`src/rtl/fetch_stage_if.sv`:
```
// Fetch-stage port bundle: hazard-checker stall inputs, EX redirect, the
// instruction-memory handshake and the IF/ID register outputs.
interface fetch_stage_if;
  logic        pcenable;
  logic        idifenable;
  logic        redirect;
  logic [31:0] redirect_pc;
  logic        imem_req;
  logic [31:0] imem_addr;
  logic        imem_ack;
  logic [31:0] imem_rdata;
  logic [31:0] instructionFetch;
  logic [31:0] pc_id;
  logic        fetch_valid;

  modport master (
    input  pcenable, idifenable, redirect, redirect_pc, imem_ack, imem_rdata,
    output imem_req, imem_addr, instructionFetch, pc_id, fetch_valid
  );

  modport slave (
    output pcenable, idifenable, redirect, redirect_pc, imem_ack, imem_rdata,
    input  imem_req, imem_addr, instructionFetch, pc_id, fetch_valid
  );
endinterface

```
`src/rtl/fetch_stage.sv`:
```
// Instruction fetch: PC, imem request handshake, IF/ID register with bubbles.
// Optional stall/flush counters enabled by `define FETCH_PERF_CNT_EN.
module fetch_stage #(
  parameter logic [31:0] RESET_PC  = 32'h0000_0000,
  parameter logic [31:0] NOP_INSTR = 32'hFC00_0000
) (
  input  logic          clk,
  input  logic          rst,
`ifdef FETCH_PERF_CNT_EN
  output logic [31:0]   stall_cnt,
  output logic [31:0]   flush_cnt,
`endif
  fetch_stage_if.master f
);
  typedef enum logic [1:0] {IDLE, REQ, HOLD, DROP} state_t;

  state_t      state;
  logic [31:0] pc, addr_q, instr_q, pc_id_q, buf_q;
  logic        req_q, vld_q;

  logic        advance, ack;
  logic [31:0] pc_inc, rpc;
  logic        unused_rpc_lsb;

  assign advance        = f.pcenable & f.idifenable;
  // ack without an outstanding request is not a response
  assign ack            = f.imem_ack & req_q;
  assign pc_inc         = pc + 32'd4;
  assign rpc            = {f.redirect_pc[31:2], 2'b00};
  assign unused_rpc_lsb = ^f.redirect_pc[1:0];

  assign f.imem_req         = req_q;
  assign f.imem_addr        = addr_q;
  assign f.instructionFetch = instr_q;
  assign f.pc_id            = pc_id_q;
  assign f.fetch_valid      = vld_q;

  always_ff @(posedge clk) begin
    if (rst) begin
      state   <= IDLE;
      pc      <= RESET_PC;
      addr_q  <= RESET_PC;
      req_q   <= 1'b0;
      instr_q <= NOP_INSTR;
      pc_id_q <= 32'd0;
      vld_q   <= 1'b0;
      buf_q   <= 32'd0;
    end else if (f.redirect) begin
      pc      <= rpc;
      instr_q <= NOP_INSTR;
      vld_q   <= 1'b0;
      buf_q   <= 32'd0;
      req_q   <= 1'b1;
      // an outstanding request must still be retired; its data is dropped
      if ((state == REQ || state == DROP) && !ack) begin
        state <= DROP;
      end else begin
        state  <= REQ;
        addr_q <= rpc;
      end
    end else begin
      case (state)
        IDLE: begin
          state  <= REQ;
          req_q  <= 1'b1;
          addr_q <= pc;
        end
        REQ: begin
          if (ack && advance) begin
            instr_q <= f.imem_rdata;
            pc_id_q <= pc_inc;
            vld_q   <= 1'b1;
            pc      <= pc_inc;
            addr_q  <= pc_inc;
          end else if (ack) begin
            buf_q <= f.imem_rdata;
            req_q <= 1'b0;
            state <= HOLD;
          end else if (advance) begin
            instr_q <= NOP_INSTR;
            vld_q   <= 1'b0;
          end
        end
        HOLD: begin
          if (advance) begin
            instr_q <= buf_q;
            pc_id_q <= pc_inc;
            vld_q   <= 1'b1;
            pc      <= pc_inc;
            addr_q  <= pc_inc;
            req_q   <= 1'b1;
            state   <= REQ;
          end
        end
        DROP: begin
          if (advance) begin
            instr_q <= NOP_INSTR;
            vld_q   <= 1'b0;
          end
          if (ack) begin
            state  <= REQ;
            addr_q <= pc;
          end
        end
        default: state <= IDLE;
      endcase
    end
  end

`ifdef FETCH_PERF_CNT_EN
  always_ff @(posedge clk) begin
    if (rst) begin
      stall_cnt <= 32'd0;
      flush_cnt <= 32'd0;
    end else begin
      if (f.redirect) flush_cnt <= flush_cnt + 32'd1;
      else if (!advance) stall_cnt <= stall_cnt + 32'd1;
    end
  end
`endif
endmodule
```
`src/flat_wrapper.sv`:
```
// flat-port wrapper written by rule: the top's interface ports become plain ports
module fetch_stage_flat 
#(
  parameter logic [31:0] RESET_PC  = 32'h0000_0000,
  parameter logic [31:0] NOP_INSTR = 32'hFC00_0000
)
  (clk, rst, f_pcenable, f_idifenable, f_redirect, f_redirect_pc, f_imem_ack, f_imem_rdata, f_imem_req, f_imem_addr, f_instructionFetch, f_pc_id, f_fetch_valid);
  fetch_stage_if f_i ();
  input  logic clk;
  input  logic rst;
  input wire logic [$bits(f_i.pcenable)-1:0] f_pcenable;
  input wire logic [$bits(f_i.idifenable)-1:0] f_idifenable;
  input wire logic [$bits(f_i.redirect)-1:0] f_redirect;
  input wire logic [$bits(f_i.redirect_pc)-1:0] f_redirect_pc;
  input wire logic [$bits(f_i.imem_ack)-1:0] f_imem_ack;
  input wire logic [$bits(f_i.imem_rdata)-1:0] f_imem_rdata;
  output wire logic [$bits(f_i.imem_req)-1:0] f_imem_req;
  output wire logic [$bits(f_i.imem_addr)-1:0] f_imem_addr;
  output wire logic [$bits(f_i.instructionFetch)-1:0] f_instructionFetch;
  output wire logic [$bits(f_i.pc_id)-1:0] f_pc_id;
  output wire logic [$bits(f_i.fetch_valid)-1:0] f_fetch_valid;
  assign f_i.pcenable = f_pcenable;
  assign f_i.idifenable = f_idifenable;
  assign f_i.redirect = f_redirect;
  assign f_i.redirect_pc = f_redirect_pc;
  assign f_i.imem_ack = f_imem_ack;
  assign f_i.imem_rdata = f_imem_rdata;
  assign f_imem_req = f_i.imem_req;
  assign f_imem_addr = f_i.imem_addr;
  assign f_instructionFetch = f_i.instructionFetch;
  assign f_pc_id = f_i.pc_id;
  assign f_fetch_valid = f_i.fetch_valid;
  fetch_stage #(.RESET_PC(RESET_PC), .NOP_INSTR(NOP_INSTR)) u_core (.clk(clk), .rst(rst), .f(f_i));
endmodule
```
`config.mk`:
```
export PLATFORM = sky130hd
export DESIGN_NAME = fetch_stage_flat
export DESIGN_NICKNAME = d
export VERILOG_FILES = /design/src/rtl/fetch_stage_if.sv /design/src/rtl/fetch_stage.sv /design/src/flat_wrapper.sv
export SDC_FILE = /design/constraint.sdc
export NUM_CORES = 1
export LEC_CHECK = 0
export ABC_CLOCK_PERIOD_IN_PS = 2600
export CORE_MARGIN = 5
export CORE_UTILIZATION = 52
export CTS_BUF_LIST = sky130_fd_sc_hd__clkbuf_8 sky130_fd_sc_hd__clkbuf_16
export CTS_CLUSTER_DIAMETER = 150
export DETAILED_ROUTE_END_ITERATION = 12
export GPL_ROUTABILITY_DRIVEN = 0
export PLACE_DENSITY = 0.81
export SLEW_MARGIN = 20
export SYNTH_ARGS = -nofsm -noshare
export SYNTH_HDL_FRONTEND = slang
export SYNTH_SLANG_ARGS = --single-unit
```
`constraint.sdc`:
```
create_clock -name clk -period 2.6 [get_ports clk]
set_input_delay 0.52 -clock clk [delete_from_list [all_inputs] [get_ports clk]]
set_output_delay 0.52 -clock clk [all_outputs]
set_load 0.1 [all_outputs]
```
==> metrics.md, run 1 <==
| Metric | Value |
|---|---|
| DRT Wirelength | `23400 µm` |
| Count of cell types in the netlist | `just over 60` |
| Overall die area | `~18000 µm²` |
| Layout cell share with drive strength beyond 1 | `between 10% and 20%` |
| Leading cell type by number of instances after synthesis | `sky130_fd_sc_hd__dfxtp_1` |
| Dpl cells | `between 1000 and 1500` |
| I/O pin total | `approximately 170` |
| Number of antenna-violating nets in the routed design | `0` |
| Area of combinational cells with multiple inputs | `4300 µm²` |
| Flip-flop and latch area | `about 3200 µm²` |
| Slew Limit Fails | `0` |
| Antenna violations before repair | `0` |
| Post-synthesis area per instance | `just over 8 µm²` |
| Worst reg2reg endpoint | `u_core.f.imem_addr[18]$_SDFFE_PP0P_` |
| Ratio of final minimum period to clock period | `89.8%` |
| Maximum number of pins on one net before global-route repair | `96` |
| Avg WL per Cell | `roughly 18 µm` |
| Total gr overflow | `0` |
| Die W | `~130 µm` |
| Total CTS buffers | `17` |
| Post-detailed-placement half-perimeter wirelength | `16300 µm` |
| Crit path capture | `u_core.f.imem_addr[18]$_SDFFE_PP0P_` |
| Worst endpoint data arrival time | `2.63 ns` |
| Insertion delay to the later sink of the worst-skew pair | `roughly 0.44 ns` |
| Max-cap viol count | `0` |
| Most frequently used flop master after synthesis | `sky130_fd_sc_hd__dfxtp_1` |
| Min-Delay Path Class | `reg2reg` |
| Number of cells traversed by the worst register-to-register path | `7` |
| Routed vias/inst | `5.92` |
| # hold bufs at CTS | `0` |
| Final setup fails | `0` |
| Critical path fanouts, max | `6` |
| Achievable frequency | `~0.43 GHz` |
| Maximum number of buffers from clock root to sink | `2` |
| Sort of element at the end of the critical path | `flop` |
| Diode insertion count for antenna repair | `0` |
| CP required | `roughly 2.9 ns` |
| Dominant delay contributor by cell family on the critical path | `simple AND/OR/NAND/NOR gates` |
| Cell count along the critical path | `7` |
| Worst Max-Slew Pin Slew | `0.615 ns` |
| Leak pwr | `approximately 3.8 nW` |
| Warning count from the yosys run | `0` |
| Via total after detailed routing | `around 7900` |
| Critical Path Start Type | `flop` |
| Htree depth | `4` |
| Global-route wire length before repair | `37700 µm` |
| Synthesized area | `roughly 8000 µm²` |
| #FFs+latches synth | `approximately 160` |
| Unrepaired setup endpoints after global routing | `false` |
| Crit path cell chain | `ha_1 > nand3_1 > buf_4 > nor4_2 > mux2i_1 > a2111oi_0 > nor3_1` |
| Sequential area share after synthesis | `40.0%` |
| Number of remaining DRC errors | `0` |
| Row cnt | `45` |
| Overall fraction of global-route tracks in use | `25.9%` |
| Library cell used as clock root buffer | `sky130_fd_sc_hd__clkbuf_16` |
| Area growth from synthesis to layout | `29.8%` |
| Relative slew slack | `between 50% and 60%` |
| Worst setup path startpoint | `u_core.pc[3]$_SDFFE_PP0P_` |
| Cell with the largest stage delay on the worst path | `sky130_fd_sc_hd__a2111oi_0` |
| Synth top area cells | `sky130_fd_sc_hd__dfxtp_1 40%, sky130_fd_sc_hd__nor2_1 6.0%, sky130_fd_sc_hd__nand2_1 5.6%` |
| Synth async-reset ratio | `0%` |
| Count of endpoints failing hold in the final timing report | `0` |
| Clock Skew | `between 0.01 and 0.015 ns` |
| Router iterations before antenna repair | `5` |
| Finished Layout Cells | `around 1300` |
| Power per standard cell area | `approximately 750 nW/µm²` |
| Post-route minimum period | `2.33 ns` |
| Accumulated negative setup slack | `0 ns` |
| Number of DRC markers after the initial detailed-route iteration | `just over 800` |
| Fillcell total | `1178` |
| Clock Pin Slew Worst Setup and Hold Paths | `roughly 0.070 ns` |
| Starting density of the core | `between 50% and 60%` |
| Result of the run | `finished, final reports clean` |
| Number of synthesized flops with an enable pin | `0` |
| Top cell type's share of synthesized area | `40.0%` |
| R2R Setup Slk | `~0.27 ns` |
| Worst ir drop on vdd | `roughly 0.54 mV` |
| Number of buffers added on ports | `roughly 160` |
| Longest individual stage delay on the worst path | `roughly 0.57 ns` |
| Total core area | `around 15000 µm²` |
| Sink count of the clock tree | `~160` |
| Die outline height | `around 130 µm` |
| Number of nets in the finished design | `~1200` |
| Clock tree from TritonCTS | `built` |
| Vias in the first global route | `about 7300` |
| Number of instances in the synthesized netlist | `roughly 1000` |
| List of most frequent post-synthesis cells | `158 x sky130_fd_sc_hd__dfxtp_1, 126 x sky130_fd_sc_hd__nor2_1, 118 x sky130_fd_sc_hd__nand2_1, 80 x sky130_fd_sc_hd__a21oi_1, 70 x sky130_fd_sc_hd__clkbuf_1` |
| Reg2reg start | `u_core.pc[3]$_SDFFE_PP0P_` |
| Cell taking the most area after synthesis | `sky130_fd_sc_hd__dfxtp_1` |
| Number of buffers and inverters on the critical path | `1` |
| Crit Path Class | `reg2reg` |
## worst register-to-register path, stage by stage, from the launching register on
cell	delay, ns
sky130_fd_sc_hd__dfxtp_1	0.42
sky130_fd_sc_hd__ha_1	0.27
sky130_fd_sc_hd__nand3_1	0.21
sky130_fd_sc_hd__buf_4	0.22
sky130_fd_sc_hd__nor4_2	0.27
sky130_fd_sc_hd__mux2i_1	0.12
sky130_fd_sc_hd__a2111oi_0	0.57
sky130_fd_sc_hd__nor3_1	0.11
## report_power, final
group          total [mW]  internal, mW  leakage (nW)  switching [mW]
Clock                2.53          1.37         0.294            1.16
Combinational        2.39         0.654          2.23            1.74
Sequential           2.74          2.60          1.29           0.139
Total                7.66          4.62          3.82            3.03
## cell type report
type	instances	area share, %
Clock buffer	17	4.15
Clock inverter	15	1.72
Timing Repair Buffer	224	18.6
Multi-Input combinational cell	713	42.0
Tap cell	188	2.29
Sequential cell	158	30.8
Inverter	12	0.439
## state kept, by name, summed over array words and instances (netlist names)
register	flops
u_core.buf_q	32
u_core.f.imem_req	1
u_core.f.imem_addr	30
u_core.f.fetch_valid	1
u_core.state	2
u_core.pc	30
u_core.f.pc_id	30
u_core.f.instructionFetch	32
## logic make-up (layout without fill, tap and decap cells)
family                     count (synthesis)  in the layout  synth area share [%]
AOI/OAI and AO/OA                        260            260                  22.5
xor gates and xnor gates                  62             62                  6.87
adders and majority gates                  5              5                 0.792
buffers and inverters                    114            268                  6.05
DFF                                      158            158                  40.0
muxes                                      3              3                 0.380
other                                      1              4                0.0475
and+or+nand+nor                          379            379                  23.4
## metrics by stage
stage | instance area [µm²] | hold slack, ns | util (%) | power [mW] | setup WS [ns]
2_1_floorplan | 7910 | 0.437 | - | 4.48 | 0.124
3_3_place_gp | 9650 | 0.442 | 64.2 | 5.14 | 0.209
3_5_place_dp | 9650 | 0.447 | 64.2 | 5.16 | 0.227
4_1_cts | 10200 | 0.457 | 68.2 | 7.66 | 0.205
5_1_grt | 10300 | 0.472 | 68.2 | 7.94 | 0.0582
6_report | 10300 | 0.456 | 68.2 | 7.66 | 0.265
## routing by layer
layer,part of all wire (%),vias to the layer above,GRT usage (%)
met2,46,369,40.9
met4,2.8,0,9.43
met1,43,3660,34.7
met3,8.2,59,6.08
met5,0,-,0
li1,-,3765,-
## cell usage in the layout (no fill, tap or decap), drive strengths merged, types with 5 or more instances in the layout
| master | Yosys | routed |
|---|---|---|
| clkdlybuf4s50 | 0 | 66 |
| a211o | 7 | 7 |
| o21ai | 21 | 21 |
| o31a | 5 | 5 |
| a21oi | 80 | 80 |
| a211oi | 46 | 46 |
| nand2 | 118 | 118 |
| and3 | 12 | 12 |
| and2 | 8 | 8 |
| nor2 | 126 | 126 |
| buf | 32 | 158 |
| inv | 11 | 19 |
| nand3 | 17 | 17 |
| a22o | 26 | 26 |
| nand2b | 8 | 8 |
| nor2b | 8 | 8 |
| o21a | 6 | 6 |
| and4 | 6 | 6 |
| nor3b | 5 | 5 |
| a31oi | 7 | 7 |
| xor2 | 29 | 29 |
| nor3 | 22 | 22 |
| nor4 | 12 | 12 |
| a311oi | 11 | 11 |
| dfxtp | 158 | 158 |
| clkinv | 1 | 6 |
| a22oi | 26 | 26 |
| nand4 | 24 | 24 |
| o32ai | 7 | 7 |
| xnor2 | 33 | 33 |
| clkbuf | 70 | 17 |
| ha | 5 | 5 |
## timing repair
item / 4_1_cts / 5_1_grt
setup buffers: 0 / 0
setup endpoints to repair: 0 / 1
resized for setup: 0 / 1
## how the worst min path moves through the flow
stage	cells after the start	start	slack, ns	end
2_1_floorplan	2	u_core.buf_q[0]$_SDFFE_PP0P_	0.44	u_core.buf_q[0]$_SDFFE_PP0P_
3_3_place_gp	2	u_core.buf_q[12]$_SDFFE_PP0P_	0.44	u_core.buf_q[12]$_SDFFE_PP0P_
3_5_place_dp	2	u_core.buf_q[30]$_SDFFE_PP0P_	0.45	u_core.buf_q[30]$_SDFFE_PP0P_
6_report	2	u_core.buf_q[0]$_SDFFE_PP0P_	0.46	u_core.buf_q[0]$_SDFFE_PP0P_
4_1_cts	2	u_core.buf_q[30]$_SDFFE_PP0P_	0.46	u_core.buf_q[30]$_SDFFE_PP0P_
5_1_grt	2	u_core.f.imem_addr[9]$_SDFFE_PP0P_	0.47	u_core.f.imem_addr[9]$_SDFFE_PP0P_
Power figures use the tool's default switching activity.
==> inputs of run 2 (changes only) <==
- CAP_MARGIN: unset -> 20
- CORE_UTILIZATION: 52 -> 49
- GPL_TIMING_DRIVEN: unset -> 0
- PLACE_DENSITY: 0.81 -> 0.77
==> run 2 against run 1 <==
Critical path depth unchanged; sequential share of layout area fell by 0.76 points; combinational power grew 4%; final area increased by 2.5%; die area grew 5.7%; first-iteration DRC count rose by 22%; fmax down 8.9%; non-clock buffer count grew 39; sequential power barely moved; critical endpoint is now u_core.f.imem_addr[17]$_SDFFE_PP0P_.
==> metrics.md, run 2 (synthesis results as in run 1) <==
| Metric | Value |
|---|---|
| Avg WL per Cell | `19.6 µm` |
| R2R Setup Slk | `~0.037 ns` |
| Finished Layout Cells | `between 1000 and 1500` |
| Final setup fails | `0` |
| Worst setup path startpoint | `u_core.state[0]$_SDFFE_PP0P_` |
| Maximum number of pins on one net before global-route repair | `17` |
| DRT Wirelength | `between 20000 and 30000 µm` |
| Maximum number of buffers from clock root to sink | `2` |
| Clock share of power | `approximately 34%` |
| Critical Path Start Type | `flop` |
| Share of total power in sequential cells | `about 34%` |
| Router iterations before antenna repair | `6` |
| Longest individual stage delay on the worst path | `about 0.57 ns` |
| Highest-count cells in the layout ignoring fill and taps | `159 x sky130_fd_sc_hd__clkdlybuf4s50_1, 158 x sky130_fd_sc_hd__dfxtp_1, 125 x sky130_fd_sc_hd__nor2_1, 117 x sky130_fd_sc_hd__nand2_1, 80 x sky130_fd_sc_hd__a21oi_1` |
| Total gr overflow | `0` |
| Antenna violations before repair | `0` |
| Total core area | `15800 µm²` |
| Worst Max-Slew Pin Slew | `about 1 ns` |
| Overall fraction of global-route tracks in use | `between 20% and 30%` |
| Via total after detailed routing | `8346` |
| Cell internal pwr | `between 4 and 5 mW` |
| Global-route wire length before repair | `41300 µm` |
| Result of the run | `finished, final reports clean` |
| Slew Limit Fails | `0` |
| Cell occurring most often along the worst timing path | `sky130_fd_sc_hd__clkbuf_1` |
| Post-detailed-placement half-perimeter wirelength | `~19000 µm` |
| Post-route minimum period | `roughly 2.6 ns` |
| Sort of element at the end of the critical path | `flop` |
| Critical path fanouts, max | `10` |
| Sink count of the clock tree | `about 160` |
| Overall die area | `18800 µm²` |
| Leak pwr | `between 3 and 4 nW` |
| Switching pwr | `just over 3 mW` |
| Vias in the first global route | `roughly 7800` |
| Number of cells traversed by the worst register-to-register path | `7` |
| Clock Skew | `just over 0.009 ns` |
| Routed vias/inst | `5.99` |
| Accumulated negative setup slack | `0 ns` |
| Worst reg2reg endpoint | `u_core.f.imem_addr[17]$_SDFFE_PP0P_` |
| Achievable frequency | `slightly below 0.4 GHz` |
| Ratio of final minimum period to clock period | `between 90% and 100%` |
| Most common library cell in the layout ignoring fill and taps | `sky130_fd_sc_hd__clkdlybuf4s50_1` |
| Number of nets in the finished design | `1240` |
| Dpl cells | `roughly 1400` |
| Share of total power in combinational logic | `a little under a third` |
| Insertion delay to the later sink of the worst-skew pair | `0.44 ns` |
| Htree depth | `4` |
| # hold bufs at CTS | `0` |
| Power per standard cell area | `~750 nW/µm²` |
| Reg2reg start | `u_core.state[0]$_SDFFE_PP0P_` |
| Worst ir drop on vdd | `0.472 mV` |
| Unrepaired setup endpoints after global routing | `true` |
| Worst endpoint data arrival time | `2.90 ns` |
| Diode insertion count for antenna repair | `0` |
| Cell with the largest stage delay on the worst path | `sky130_fd_sc_hd__clkbuf_1` |
| Sw frac | `between 30% and 40%` |
| Number of buffers added on ports | `between 150 and 200` |
| Die W | `approximately 140 µm` |
| Count of endpoints failing hold in the final timing report | `0` |
| CP required | `around 2.9 ns` |
| Crit Path Class | `reg2reg` |
| Die outline height | `approximately 140 µm` |
| Total CTS buffers | `17` |
| Crit path cell chain | `ha_1 > clkbuf_1 > o2bb2ai_1 > o31ai_2 > clkbuf_1 > a21oi_1 > a221oi_1` |
| Number of DRC markers after the initial detailed-route iteration | `just under 1000` |
| Clock tree from TritonCTS | `built` |
| Max-cap viol count | `0` |
| Number of antenna-violating nets in the routed design | `0` |
| Clock Pin Slew Worst Setup and Hold Paths | `~0.07 ns` |
| Number of remaining DRC errors | `0` |
| Starting density of the core | `roughly half` |
| Row cnt | `46` |
| Min-Delay Path Class | `reg2reg` |
| Library cell used as clock root buffer | `sky130_fd_sc_hd__clkbuf_16` |
| I/O pin total | `roughly 170` |
| Crit path capture | `u_core.f.imem_addr[17]$_SDFFE_PP0P_` |
| Area growth from synthesis to layout | `33.0%` |
| Relative slew slack | `a little under a third` |
| Layout cell share with drive strength beyond 1 | `8.15%` |
==> run 2: cell count changes in the layout (fill, tap and decap cells not counted), moves of 2 or more <==
cell | previous run | this run
sky130_fd_sc_hd__buf_1 | 0 | 3
sky130_fd_sc_hd__buf_12 | 5 | 0
sky130_fd_sc_hd__buf_2 | 1 | 22
sky130_fd_sc_hd__buf_4 | 152 | 9
sky130_fd_sc_hd__bufinv_16 | 1 | 3
sky130_fd_sc_hd__clkbuf_1 | 0 | 56
sky130_fd_sc_hd__clkbuf_2 | 0 | 12
sky130_fd_sc_hd__clkbuf_8 | 0 | 2
sky130_fd_sc_hd__clkdlybuf4s50_1 | 66 | 159
sky130_fd_sc_hd__clkinv_4 | 1 | 4
sky130_fd_sc_hd__clkinv_8 | 3 | 0
sky130_fd_sc_hd__inv_8 | 4 | 2
sky130_fd_sc_hd__nor4_2 | 3 | 1
==> run 2: critical path: cells and delay by family (launching register included) <==
family	cells	cell delay, ns
adder cells (fa/ha/maj)	1	0.16
buffers and inverters	2	0.98
flip-flops	1	0.38
AO/OA/AOI/OAI	4	0.93
==> run 2: per-layer routing <==
layer  routed length, µm  global-route usage, %  vias to the layer above
met2               12100                   43.1                      493
met5                   0                      0                        -
met1               11200                   38.0                     3925
met4                 915                   10.6                        0
li1                    -                      -                     3842
met3                3060                   7.57                       86
==> run 2: repair_timing <==
action	CTS	global route
cloned	0	0
setup endpoints to repair	71	81
hold endpoints to repair	0	0
pin swaps	0	1
resized for setup	9	32
setup buffers	0	2
==> run 2: how the worst min path moves through the flow <==
stage | start | depth (start not counted) | slack (ns) | to
after floorplan | u_core.buf_q[0]$_SDFFE_PP0P_ | 2 | 0.44 | u_core.buf_q[0]$_SDFFE_PP0P_
after global placement | u_core.buf_q[24]$_SDFFE_PP0P_ | 2 | 0.44 | u_core.buf_q[24]$_SDFFE_PP0P_
after detailed placement | u_core.buf_q[9]$_SDFFE_PP0P_ | 2 | 0.45 | u_core.buf_q[9]$_SDFFE_PP0P_
after CTS | u_core.buf_q[9]$_SDFFE_PP0P_ | 2 | 0.46 | u_core.buf_q[9]$_SDFFE_PP0P_
after global routing | u_core.buf_q[21]$_SDFFE_PP0P_ | 2 | 0.47 | u_core.buf_q[21]$_SDFFE_PP0P_
final | u_core.buf_q[7]$_SDFFE_PP0P_ | 2 | 0.46 | u_core.buf_q[7]$_SDFFE_PP0P_
==> run 2: cell type report <==
class | instances | area (µm²)
inverters | 12 | 45.0
clock buffers | 19 | 453
clock inverters | 13 | 179
plain buffers | 101 | 452
flip-flops and latches | 158 | 3160
well taps | 216 | 270
multi-input cells | 713 | 4330
repair buffers | 162 | 1620
fillers | 1325 | 5320
==> run 2: metrics by stage <==
stage                     total power [mW]  area, µm²  hold WS [ns]  utilization (%)  worst slack (ns)
after CTS                             7.84      10400         0.456             65.9           0.00142
after global routing                  8.12      10500         0.472             66.4           -0.0470
after detailed placement              5.19       9790         0.447             61.8            -0.816
final                                 7.91      10500         0.456             66.4            0.0370
after global placement                5.17       9790         0.441             61.8            -0.765
after floorplan                       4.48       7910         0.437                -             0.124
==> run 2: power groups by stage <==
| stage | Clock [mW] | Combinational, mW | Sequential (mW) |
|---|---|---|---|
| 2_1_floorplan | 0 | 0.784 | 3.70 |
| 3_3_place_gp | 0 | 2.41 | 2.76 |
| 3_5_place_dp | 0 | 2.42 | 2.76 |
| 4_1_cts | 2.69 | 2.44 | 2.71 |
| 5_1_grt | 2.79 | 2.59 | 2.73 |
| 6_report | 2.70 | 2.49 | 2.72 |
